## src/rtl/instruction_prefetch_buffer_pkg.sv

```systemverilog
// Shared processor package for the instruction prefetch path.
// Holds the fetch FSM state type and the default word/address widths
// used as parameter defaults by the prefetch buffer.
package instruction_prefetch_buffer_pkg;

    localparam int DEFAULT_WORD_SIZE     = 16;
    localparam int DEFAULT_ADDRESS_WIDTH = 16;

    typedef enum logic [1:0] {
        IDLE     = 2'd0,
        STREAM   = 2'd1,
        REDIRECT = 2'd2
    } fetch_state_t;

endpackage

```

## src/rtl/prefetch_fifo.sv

```systemverilog
// Word FIFO behind the prefetch buffer.
// Ports:
//   clock, reset_n   - clock, async active-low reset
//   clear            - drop all contents (takes priority over push/pop)
//   push, push_data  - write one word at the tail
//   pop_count        - 0..2 words removed from the head (caller guarantees legality)
//   head_word        - word at head, 0 when empty
//   next_word        - word at head+1, 0 when fewer than two words
//   count            - number of words held
module prefetch_fifo #(
    parameter int WORD_SIZE = 16,
    parameter int DEPTH     = 4,
    localparam int PTR_W    = $clog2(DEPTH),
    localparam int CNT_W    = PTR_W + 1
) (
    input  logic                 clock,
    input  logic                 reset_n,
    input  logic                 clear,
    input  logic                 push,
    input  logic [WORD_SIZE-1:0] push_data,
    input  logic [1:0]           pop_count,
    output logic [WORD_SIZE-1:0] head_word,
    output logic [WORD_SIZE-1:0] next_word,
    output logic [CNT_W-1:0]     count
);

    logic [WORD_SIZE-1:0] mem_q [DEPTH];
    logic [PTR_W-1:0]     wr_ptr_q, wr_ptr_d, rd_ptr_q, rd_ptr_d, rd_next;
    logic [CNT_W-1:0]     count_q, count_d;

    always_comb begin
        wr_ptr_d = wr_ptr_q;
        rd_ptr_d = rd_ptr_q;
        count_d  = count_q;
        if (clear) begin
            wr_ptr_d = '0;
            rd_ptr_d = '0;
            count_d  = '0;
        end else begin
            if (push) wr_ptr_d = wr_ptr_q + PTR_W'(1);
            // Pointers are log2(DEPTH) wide, so the add wraps around the ring.
            rd_ptr_d = rd_ptr_q + PTR_W'(pop_count);
            count_d  = count_q + CNT_W'(push) - CNT_W'(pop_count);
        end
    end

    always_ff @(posedge clock or negedge reset_n) begin
        if (!reset_n) begin
            wr_ptr_q <= '0;
            rd_ptr_q <= '0;
            count_q  <= '0;
        end else begin
            wr_ptr_q <= wr_ptr_d;
            rd_ptr_q <= rd_ptr_d;
            count_q  <= count_d;
        end
    end

    // Storage needs no reset: reads are gated by count.
    always_ff @(posedge clock) begin
        if (push && !clear) mem_q[wr_ptr_q] <= push_data;
    end

    assign rd_next   = rd_ptr_q + PTR_W'(1);
    assign head_word = (count_q != '0)          ? mem_q[rd_ptr_q] : '0;
    assign next_word = (count_q >  CNT_W'(1))   ? mem_q[rd_next]  : '0;
    assign count     = count_q;

endmodule

```

## src/rtl/instruction_prefetch_buffer.sv

```systemverilog
// Instruction prefetch buffer: streams words from a synchronous program RAM
// (one-cycle read latency) into a small FIFO, exposing head and head+1 words.
// Ports:
//   clock, reset_n          - clock, async active-low reset
//   enable                  - fetching permitted
//   flush, flush_address    - jump: discard contents, refetch from target
//   consume                 - words popped this cycle (0..2; 3 illegal)
//   p_ram_read/_address     - read request to program RAM
//   p_ram_data              - RAM data, one cycle after p_ram_read
//   instruction, peek       - head and head+1 words (0 when not valid)
//   instruction_valid/peek_valid - at least 1 / 2 words buffered
//   head_address            - program address of the head word
//   occupancy               - words buffered
//   underflow_error         - sticky, set by an over-consume
module instruction_prefetch_buffer
    import instruction_prefetch_buffer_pkg::*;
#(
    parameter int WORD_SIZE     = DEFAULT_WORD_SIZE,
    parameter int ADDRESS_WIDTH = DEFAULT_ADDRESS_WIDTH,
    parameter int DEPTH         = 4
) (
    input  logic                     clock,
    input  logic                     reset_n,
    input  logic                     enable,
    input  logic                     flush,
    input  logic [ADDRESS_WIDTH-1:0] flush_address,
    input  logic [1:0]               consume,
    output logic                     p_ram_read,
    output logic [ADDRESS_WIDTH-1:0] p_ram_address,
    input  logic [WORD_SIZE-1:0]     p_ram_data,
    output logic [WORD_SIZE-1:0]     instruction,
    output logic [WORD_SIZE-1:0]     peek,
    output logic                     instruction_valid,
    output logic                     peek_valid,
    output logic [ADDRESS_WIDTH-1:0] head_address,
    output logic [$clog2(DEPTH):0]   occupancy,
    output logic                     underflow_error
);

    localparam int CNT_W = $clog2(DEPTH) + 1;
    localparam logic [CNT_W:0] DEPTH_LIM = (CNT_W + 1)'(DEPTH);

    fetch_state_t             state_q, state_d;
    logic [ADDRESS_WIDTH-1:0] fetch_ptr_q, fetch_ptr_d, head_addr_q, head_addr_d;
    logic                     inflight_q, inflight_d, underflow_q, underflow_d;
    logic                     push, illegal, can_fetch;
    logic [1:0]               pop_count;
    logic [CNT_W-1:0]         count;
    logic [CNT_W:0]           pending;

    // Reserve a slot for the word still in flight; a same-cycle pop earns no credit.
    assign pending   = {1'b0, count} + {{CNT_W{1'b0}}, inflight_q};
    assign can_fetch = pending < DEPTH_LIM;
    assign illegal   = (consume == 2'd3) || (CNT_W'(consume) > count);

    always_comb begin
        state_d     = state_q;
        p_ram_read  = 1'b0;
        fetch_ptr_d = fetch_ptr_q;
        head_addr_d = head_addr_q;
        inflight_d  = 1'b0;
        underflow_d = underflow_q;
        push        = 1'b0;
        pop_count   = 2'd0;
        if (flush) begin
            // Clearing inflight drops the word returning from the pre-flush read.
            state_d     = REDIRECT;
            fetch_ptr_d = flush_address;
            head_addr_d = flush_address;
        end else begin
            case (state_q)
                IDLE:     if (enable) state_d = STREAM;
                STREAM:   if (!enable) state_d = IDLE;
                REDIRECT: state_d = enable ? STREAM : IDLE;
                default:  state_d = IDLE;
            endcase
            p_ram_read = ((state_q == STREAM) || (state_q == REDIRECT)) && enable && can_fetch;
            inflight_d = p_ram_read;
            if (p_ram_read) fetch_ptr_d = fetch_ptr_q + ADDRESS_WIDTH'(1);
            push = inflight_q;
            if (illegal) underflow_d = 1'b1;
            else         pop_count   = consume;
            head_addr_d = head_addr_q + ADDRESS_WIDTH'(pop_count);
        end
    end

    always_ff @(posedge clock or negedge reset_n) begin
        if (!reset_n) begin
            state_q     <= IDLE;
            fetch_ptr_q <= '0;
            head_addr_q <= '0;
            inflight_q  <= 1'b0;
            underflow_q <= 1'b0;
        end else begin
            state_q     <= state_d;
            fetch_ptr_q <= fetch_ptr_d;
            head_addr_q <= head_addr_d;
            inflight_q  <= inflight_d;
            underflow_q <= underflow_d;
        end
    end

    prefetch_fifo #(
        .WORD_SIZE (WORD_SIZE),
        .DEPTH     (DEPTH)
    ) u_fifo (
        .clock     (clock),
        .reset_n   (reset_n),
        .clear     (flush),
        .push      (push),
        .push_data (p_ram_data),
        .pop_count (pop_count),
        .head_word (instruction),
        .next_word (peek),
        .count     (count)
    );

    assign p_ram_address     = fetch_ptr_q;
    assign head_address      = head_addr_q;
    assign occupancy         = count;
    assign instruction_valid = (count != '0);
    assign peek_valid        = (count > CNT_W'(1));
    assign underflow_error   = underflow_q;

endmodule

```

## config.mk

```make
export PLATFORM = sky130hd
export DESIGN_NAME = instruction_prefetch_buffer
export DESIGN_NICKNAME = d
export VERILOG_FILES = /design/src/rtl/instruction_prefetch_buffer_pkg.sv /design/src/rtl/prefetch_fifo.sv /design/src/rtl/instruction_prefetch_buffer.sv
export SDC_FILE = /design/constraint.sdc
export NUM_CORES = 1
export LEC_CHECK = 0
export CAP_MARGIN = 15
export CORE_UTILIZATION = 48
export CTS_BUF_LIST = sky130_fd_sc_hd__clkbuf_8
export DETAILED_ROUTE_END_ITERATION = 12
export PLACE_DENSITY = 0.82
export SETUP_SLACK_MARGIN = 0.5
export SLEW_MARGIN = 20
export SYNTH_ARGS = -nofsm -noshare
export SYNTH_HDL_FRONTEND = slang
export SYNTH_SLANG_ARGS = --single-unit
```

## constraint.sdc

```tcl
create_clock -name clock -period 2.65 [get_ports clock]
set_clock_uncertainty 0.15 [all_clocks]
set_input_delay 0.795 -clock clock [delete_from_list [all_inputs] [get_ports clock]]
set_output_delay 0.795 -clock clock [all_outputs]
set_load 0.01 [all_outputs]
```

# Word level (Yosys, flattened, before mapping)
# Memory sizes are Yosys's and may differ from the RTL's.
# Cells that the tools add are included.
op_classes:
  n_reduce_logical: 12
  n_eq_ne: 5
  mul: 0
  n_mux: 21
  shifts: 0
  bitwise: 1
  n_addsub: 8
  div: 0
  magnitude_cmp: 3
ops:
  columns: ["cell", "count"]
  rows:
  - ["16-bit 2-to-1 mux", 5]
  - ["2-bit 2-to-1 mux", 9]
  - ["16-bit by 1-bit adder with 16-bit output, second input constant", 1]
  - ["16-bit by 2-bit adder with 16-bit output", 1]
  - ["3-bit inequality test, second input constant", 2]
  - ["2-bit one-hot mux with 3 select lines", 1]
  - ["1-bit 2-to-1 mux", 5]
  - ["2-bit by 1-bit adder with 2-bit output, second input constant", 2]
  - ["3-bit by 1-bit adder with 4-bit output", 1]
  - ["2-bit equality test, second input constant", 2]
  - ["4-bit by 3-bit < comparator with 1-bit output, second input constant", 1]
  - ["2-bit AND reduction", 2]
  - ["2-bit nonzero test", 2]
  - ["3-bit by 1-bit adder with 3-bit output", 1]
  - ["2-bit by 3-bit greater-than comparator with 1-bit output", 1]
  - ["3-bit by 1-bit greater-than comparator with 1-bit output, second input constant", 1]
  - ["1-bit logical AND", 3]
  - ["3-bit 2-to-1 mux", 1]
  - ["3-bit nonzero test", 1]
  - ["3-bit by 2-bit subtractor with 3-bit output", 1]
  - ["2-bit adder", 1]
  - ["2-bit by 1-bit equality test with 1-bit output, second input constant", 1]
  - ["2-bit logical NOT", 1]
  - ["1-bit logical OR", 2]
  - ["other kinds (2)", 2]
totals:
  reg_bits: 43
  latch_bits: 0
  mem_bits_ro: 0
  mem_count: 1
  ramBits: 64
  output_inout_bits: 71
memory_table:
  columns: ["name", "words", "word_bits", "rd", "rd_clocked_by_memory_dff", "wr", "line_no", "text"]
  rows:
  - ["u_fifo.mem_q", 4, 16, 2, 0, 1, "prefetch_fifo.sv:27", "logic [WORD_SIZE-1:0] mem_q [DEPTH];"]

# Longest topological paths before layout
logic_depth:
  ltp_word: 7
  mapped_depth: 13
  depth_no_buf: 13

# Hierarchy
# A second synthesis with hierarchy kept.
unflattened:
  hier_cells: 393
  area_unflattened_um2: 5539.1
modules_own_cells:
  columns: ["module", "area_each_um2", "seq_area_each_um2", "cells_per_inst", "instances"]
  rows:
  - ["prefetch_fifo", 3407.0, 2097.0, 179, 1]
  - ["instruction_prefetch_buffer", 2132.0, 900.9, 214, 1]

# Worst setup path after synthesis
# Ideal clock, no wire load.
synth_path:
  path_kind: "input to register"
  from: "in consume[1]"
  to: "reg u_fifo.count_q[2] (netlist: u_fifo.count[2])"
  n_path_buf: 0
  arrival_time_ns: 2.900
  required_ns: 2.368
  stages: 12
  slack_ns: -0.532
  cell_sequence: "ha_1 -> nor2b_1 -> o21ai_0 -> nor3b_1 -> and2_1 -> ha_1 -> inv_1 -> ha_1 -> inv_1 -> fa_1 -> xnor2_1 -> nor2_1"
synth_between:
  elab_chain_cells: 7
  word_cells_on_any_way: 8
  cone_classes: "1 x add/sub; 1 x order compare; 1 x eq/ne; 4 x mux; 1 x reduce/logical"
synth_lines:
  columns: ["element", "line_no", "text"]
  rows:
  - ["start, declared", "instruction_prefetch_buffer.sv:27", "input logic [1:0] consume,"]
  - ["2-bit by 3-bit greater-than comparator with 1-bit output / 2-bit equality test (equally long branches)", "instruction_prefetch_buffer.sv:54", "assign illegal = (consume == 2'd3) || (CNT_W'(consume) > count);"]
  - ["1-bit logical OR", "instruction_prefetch_buffer.sv:54", null]
  - ["2-bit 2-to-1 mux *", "instruction_prefetch_buffer.sv:81", "if (illegal) underflow_d = 1'b1;"]
  - ["2-bit 2-to-1 mux * (2 in series)", "instruction_prefetch_buffer.sv:65", "if (flush) begin"]
  - ["3-bit by 2-bit subtractor with 3-bit output *", "prefetch_fifo.sv:43", "count_d = count_q + CNT_W'(push) - CNT_W'(pop_count);"]
  - ["3-bit 2-to-1 mux *", "prefetch_fifo.sv:35", "if (clear) begin"]
  - ["net u_fifo.count_d[2]", "prefetch_fifo.sv:29", "logic [CNT_W-1:0] count_q, count_d;"]
  - ["end signal, assigned", "prefetch_fifo.sv:55", "count_q <= count_d;"]
  - ["end, declared", "prefetch_fifo.sv:29", null]
# Mark *: on every way through the listed nets, which the timed path passes. The rest lies on a longest branch. The select of a mux whose other input is x is not followed.
# A chain may end at the register's enable or synchronous reset.

# Worst setup path in the final report
layout_path:
  from: "reg u_fifo.rd_ptr_q[0]"
  to: "out peek[14]"
layout_between:
  elab_chain_cells: 3
layout_lines:
  columns: ["element", "line_no", "text"]
  rows:
  - ["start, declared", "prefetch_fifo.sv:28", "logic [PTR_W-1:0] wr_ptr_q, wr_ptr_d, rd_ptr_q, rd_ptr_d, rd_next;"]
  - ["start signal, assigned", "prefetch_fifo.sv:54", "rd_ptr_q <= rd_ptr_d;"]
  - ["2-bit by 1-bit adder with 2-bit output", "prefetch_fifo.sv:64", "assign rd_next = rd_ptr_q + PTR_W'(1);"]
  - ["memory read 4 x 16 bit", null, null]
  - ["16-bit 2-to-1 mux", "prefetch_fifo.sv:66", "assign next_word = (count_q > CNT_W'(1)) ? mem_q[rd_next] : '0;"]
  - ["end, declared", "instruction_prefetch_buffer.sv:32", "output logic [WORD_SIZE-1:0] peek,"]
# No other way between the ends.

==> impl_metrics.ini <==
[outcome]
outcome = finished with violations
violations = negative setup slack

[critical_path]
crit_chain = buf_12, buf_12, buf_16, mux4_2, nor2b_4, buf_6
cp_data_arrival_time_ns = 1.95
crit_path_end_kind = output pin
critPathLaunchType = register
worstPathRequired_ns = 1.71
crit_path_frequent_cell = buf_12
worstSetupPathType = register to output pin
slowest_stage = mux4_2
critPathMaxFanout = 4
rrSetupSlack_ns = -0.03
worstReg2RegStart = u_fifo.count[1]
max_stage_delay_ns = 0.51
critPathLaunch = u_fifo.rd_ptr_q[0]

[synth]
synthTopCellsByArea = edfxtp_1 35%, dfrtp_1 20%, mux4_2 13%
async_reset_ff_share_pct = 40.2
synth_top_area_cell = edfxtp_1
synthSimpleGateAreaFrac_pct = 14.2
synth_nets = 455
synth_top_flop_cell = edfxtp_1
yosys_warnings = 0
netlist-cell-type-count = 45
ys_seq_area_share_pct = 54.9
netlist.area_leader.share_pct = 35.2
ys_ff_latch = 107
synth_xor_area_share_pct = 3.05
synth-compound-area-share_pct = 5.45
syn_area_per_cell_um2 = 13.7
synth.mux.area_fraction_pct = 15.2
synth_area_um2 = 5460
synthAdderAreaFrac_pct = 4.40
synthesis.instances = 399
synth_top_family_by_area = multiplexers
synth-edff-count = 64

[floorplan]
start_util_pct = 49.7
die_w_um = 109
die_area_um2 = 11800
die_y_um = 109
core_area_um2 = 11000
rows = 38
io_pins = 109

[clocking]
htreeDepth = 3
clk_latency_ns = 0.37
clock_tree.root_cell = clkbuf_8
clockBufferDepth = 2
cts_buffers = 9
cts_tree = yes
cts.reportedPaths.clkPinSlew_ns = 0.11
clkSinkCount = 107

[run]
cap_violations = 0

[detailed_routing]
first_pass_iters = 4
wl_per_cell_um = 20.4
drt_wl_total_um = 15000
postRouteAntennaNets = 0
drtIter0Drc = 190
vias = 4211
viasPerCell = 5.71
drt_drc_violations_left = 0

[layout]
final_common_cell = edfxtp_1
drive_gt1_share_pct = 46.8
final_util_pct = 75.0
fin_nets = 649
areaGrowthSynthToFinish_pct = 50.9
instances_no_fill = 738
antennaDiodeCount = 0
final_cell_mix = 64 x edfxtp_1, 55 x buf_6, 53 x buf_4

[power_and_ir_drop]
power.density_nw_per_um2 = 626
peakVddDrop_mv = 0.354
power_leakage_nw = 3.25
internal_power_mw = 3.46
p_clk_share_pct = 18.8
p_seq_share_pct = 37.9
netSwitchingPower_mw = 1.70
p_comb_share_pct = 43.3
p_total_mw = 5.16
p_sw_share_pct = 32.9

[global_route]
grt_usage_pct = 25.5
grt_first_pass_wirelength_um = 22300
grt_max_degree = 36
antenna_found_initial = 0
globalRoute.totalOverflow = 0
grt_pass1_vias = 4329

[timing]
relSlewSlack_pct = 71.4
fin_crit_ns = 2.89
tightestPinTransition_ns = 0.429
fin_crit_sh_pct = 109
setup_viol = 36
max_freq_mhz = 346
rsz0062_at_grt = yes
finalHoldViolations = 0
drv_slew = 0
layout_setup_ws_ns = -0.243
fin_setup_tns_ns = -5.79

[place]
gp_congestion = 0.829
io_buffers = 108
dp_cells = 662
dp_hpwl_um = 9150
pre_cts_slack_ns = -0.881

[hold_path]
hold_class = input pin to async pin
per-layer routing:
layer	GRT usage (%)	up-vias	routed length [um]
met4	5.69	0	140
li1	-	1903	-
met5	0	-	0
met3	6.16	14	807
met2	46.7	143	8080
met1	30.1	2151	6000
registers in the layout, summed over array words and instances (netlist names):
name             count
underflow_error      1
u_fifo.count         3
p_ram_address       16
head_address        16
inflight_q           1
u_fifo.wr_ptr_q      2
state_q              2
u_fifo.rd_ptr_q      2
u_fifo.mem_q        64
worst max-delay path: cells and delay by family, from the launching register on:
kind	cells	cell delay [ns]
AND/OR/NAND/NOR	1	0.14
buffers and inverters	4	0.48
flip-flops	1	0.44
multiplexers	1	0.51
stage by stage:
step,hold slack (ns),area [um2]
finish,0.109,8240
global route,0.102,8240
CTS,0.104,7940
detailed placement,0.312,7140
global placement,0.307,7140
floorplan,0.349,5720
area by class of cell:
| type | count | area (um2) |
|---|---|---|
| repair buffers | 200 | 1980 |
| multi-input cells | 256 | 2810 |
| clock buffers | 9 | 124 |
| fillers | 660 | 2740 |
| well taps | 140 | 175 |
| flip-flops and latches | 107 | 3010 |
| inverters | 19 | 78.8 |
| clock inverters | 7 | 66.3 |
synthesized netlist by cell type (all sizes together) (4+ instances only):
| master | number |
|---|---|
| a21oi | 8 |
| a31oi | 7 |
| and2 | 7 |
| and3 | 6 |
| and4 | 6 |
| buf | 5 |
| clkbuf | 14 |
| dfrtp | 43 |
| edfxtp | 64 |
| ha | 16 |
| inv | 19 |
| mux2 | 6 |
| mux2i | 4 |
| mux4 | 32 |
| nand2 | 15 |
| nand2b | 4 |
| nand3 | 8 |
| nand4 | 9 |
| nor2 | 14 |
| nor2b | 36 |
| nor3 | 7 |
| nor4 | 4 |
| o21ai | 9 |
| o31a | 6 |
| o31ai | 5 |
| or4 | 4 |
| xnor2 | 7 |
| xor2 | 12 |
power groups by stage:
stage               sequential [mW]  clock, mW  combinational, mW
finish                         1.95      0.972               2.23
global route                   1.96       1.03               2.37
CTS                            1.95      0.980               2.03
detailed placement             2.01          0               1.69
global placement               2.00          0               1.64
floorplan                      2.02          0              0.844
cells by family (layout without fill, tap and decap cells):
family                     after synthesis  in the layout
adders and majority gates               18             18
and+or+nand+nor                        130            132
xor gates and xnor gates                19             19
DFF                                    107            107
muxes                                   42             42
AOI/OAI and AO/OA                       45             45
buffers and inverters                   38            235
worst paths after layout:
kind | cells past startpoint | end
min in group clock | 1 | underflow_error
worst max register to register | 12 | u_fifo.count[1]
worst max-delay path | 6 | peek[14]
max in group asynchronous | 2 | head_address[2]
worst min register to register | 1 | underflow_error
worst min-delay path | 1 | state_q[0]
timing repair:
item,in CTS,in global routing
setup endpoints to repair,168,79
resized for setup,281,54
hold buffers,0,0
setup buffers,49,6
cloned,3,2
pin swaps,37,36
endpoints found under the hold margin,0,0
(Power assumes the default switching activity.)
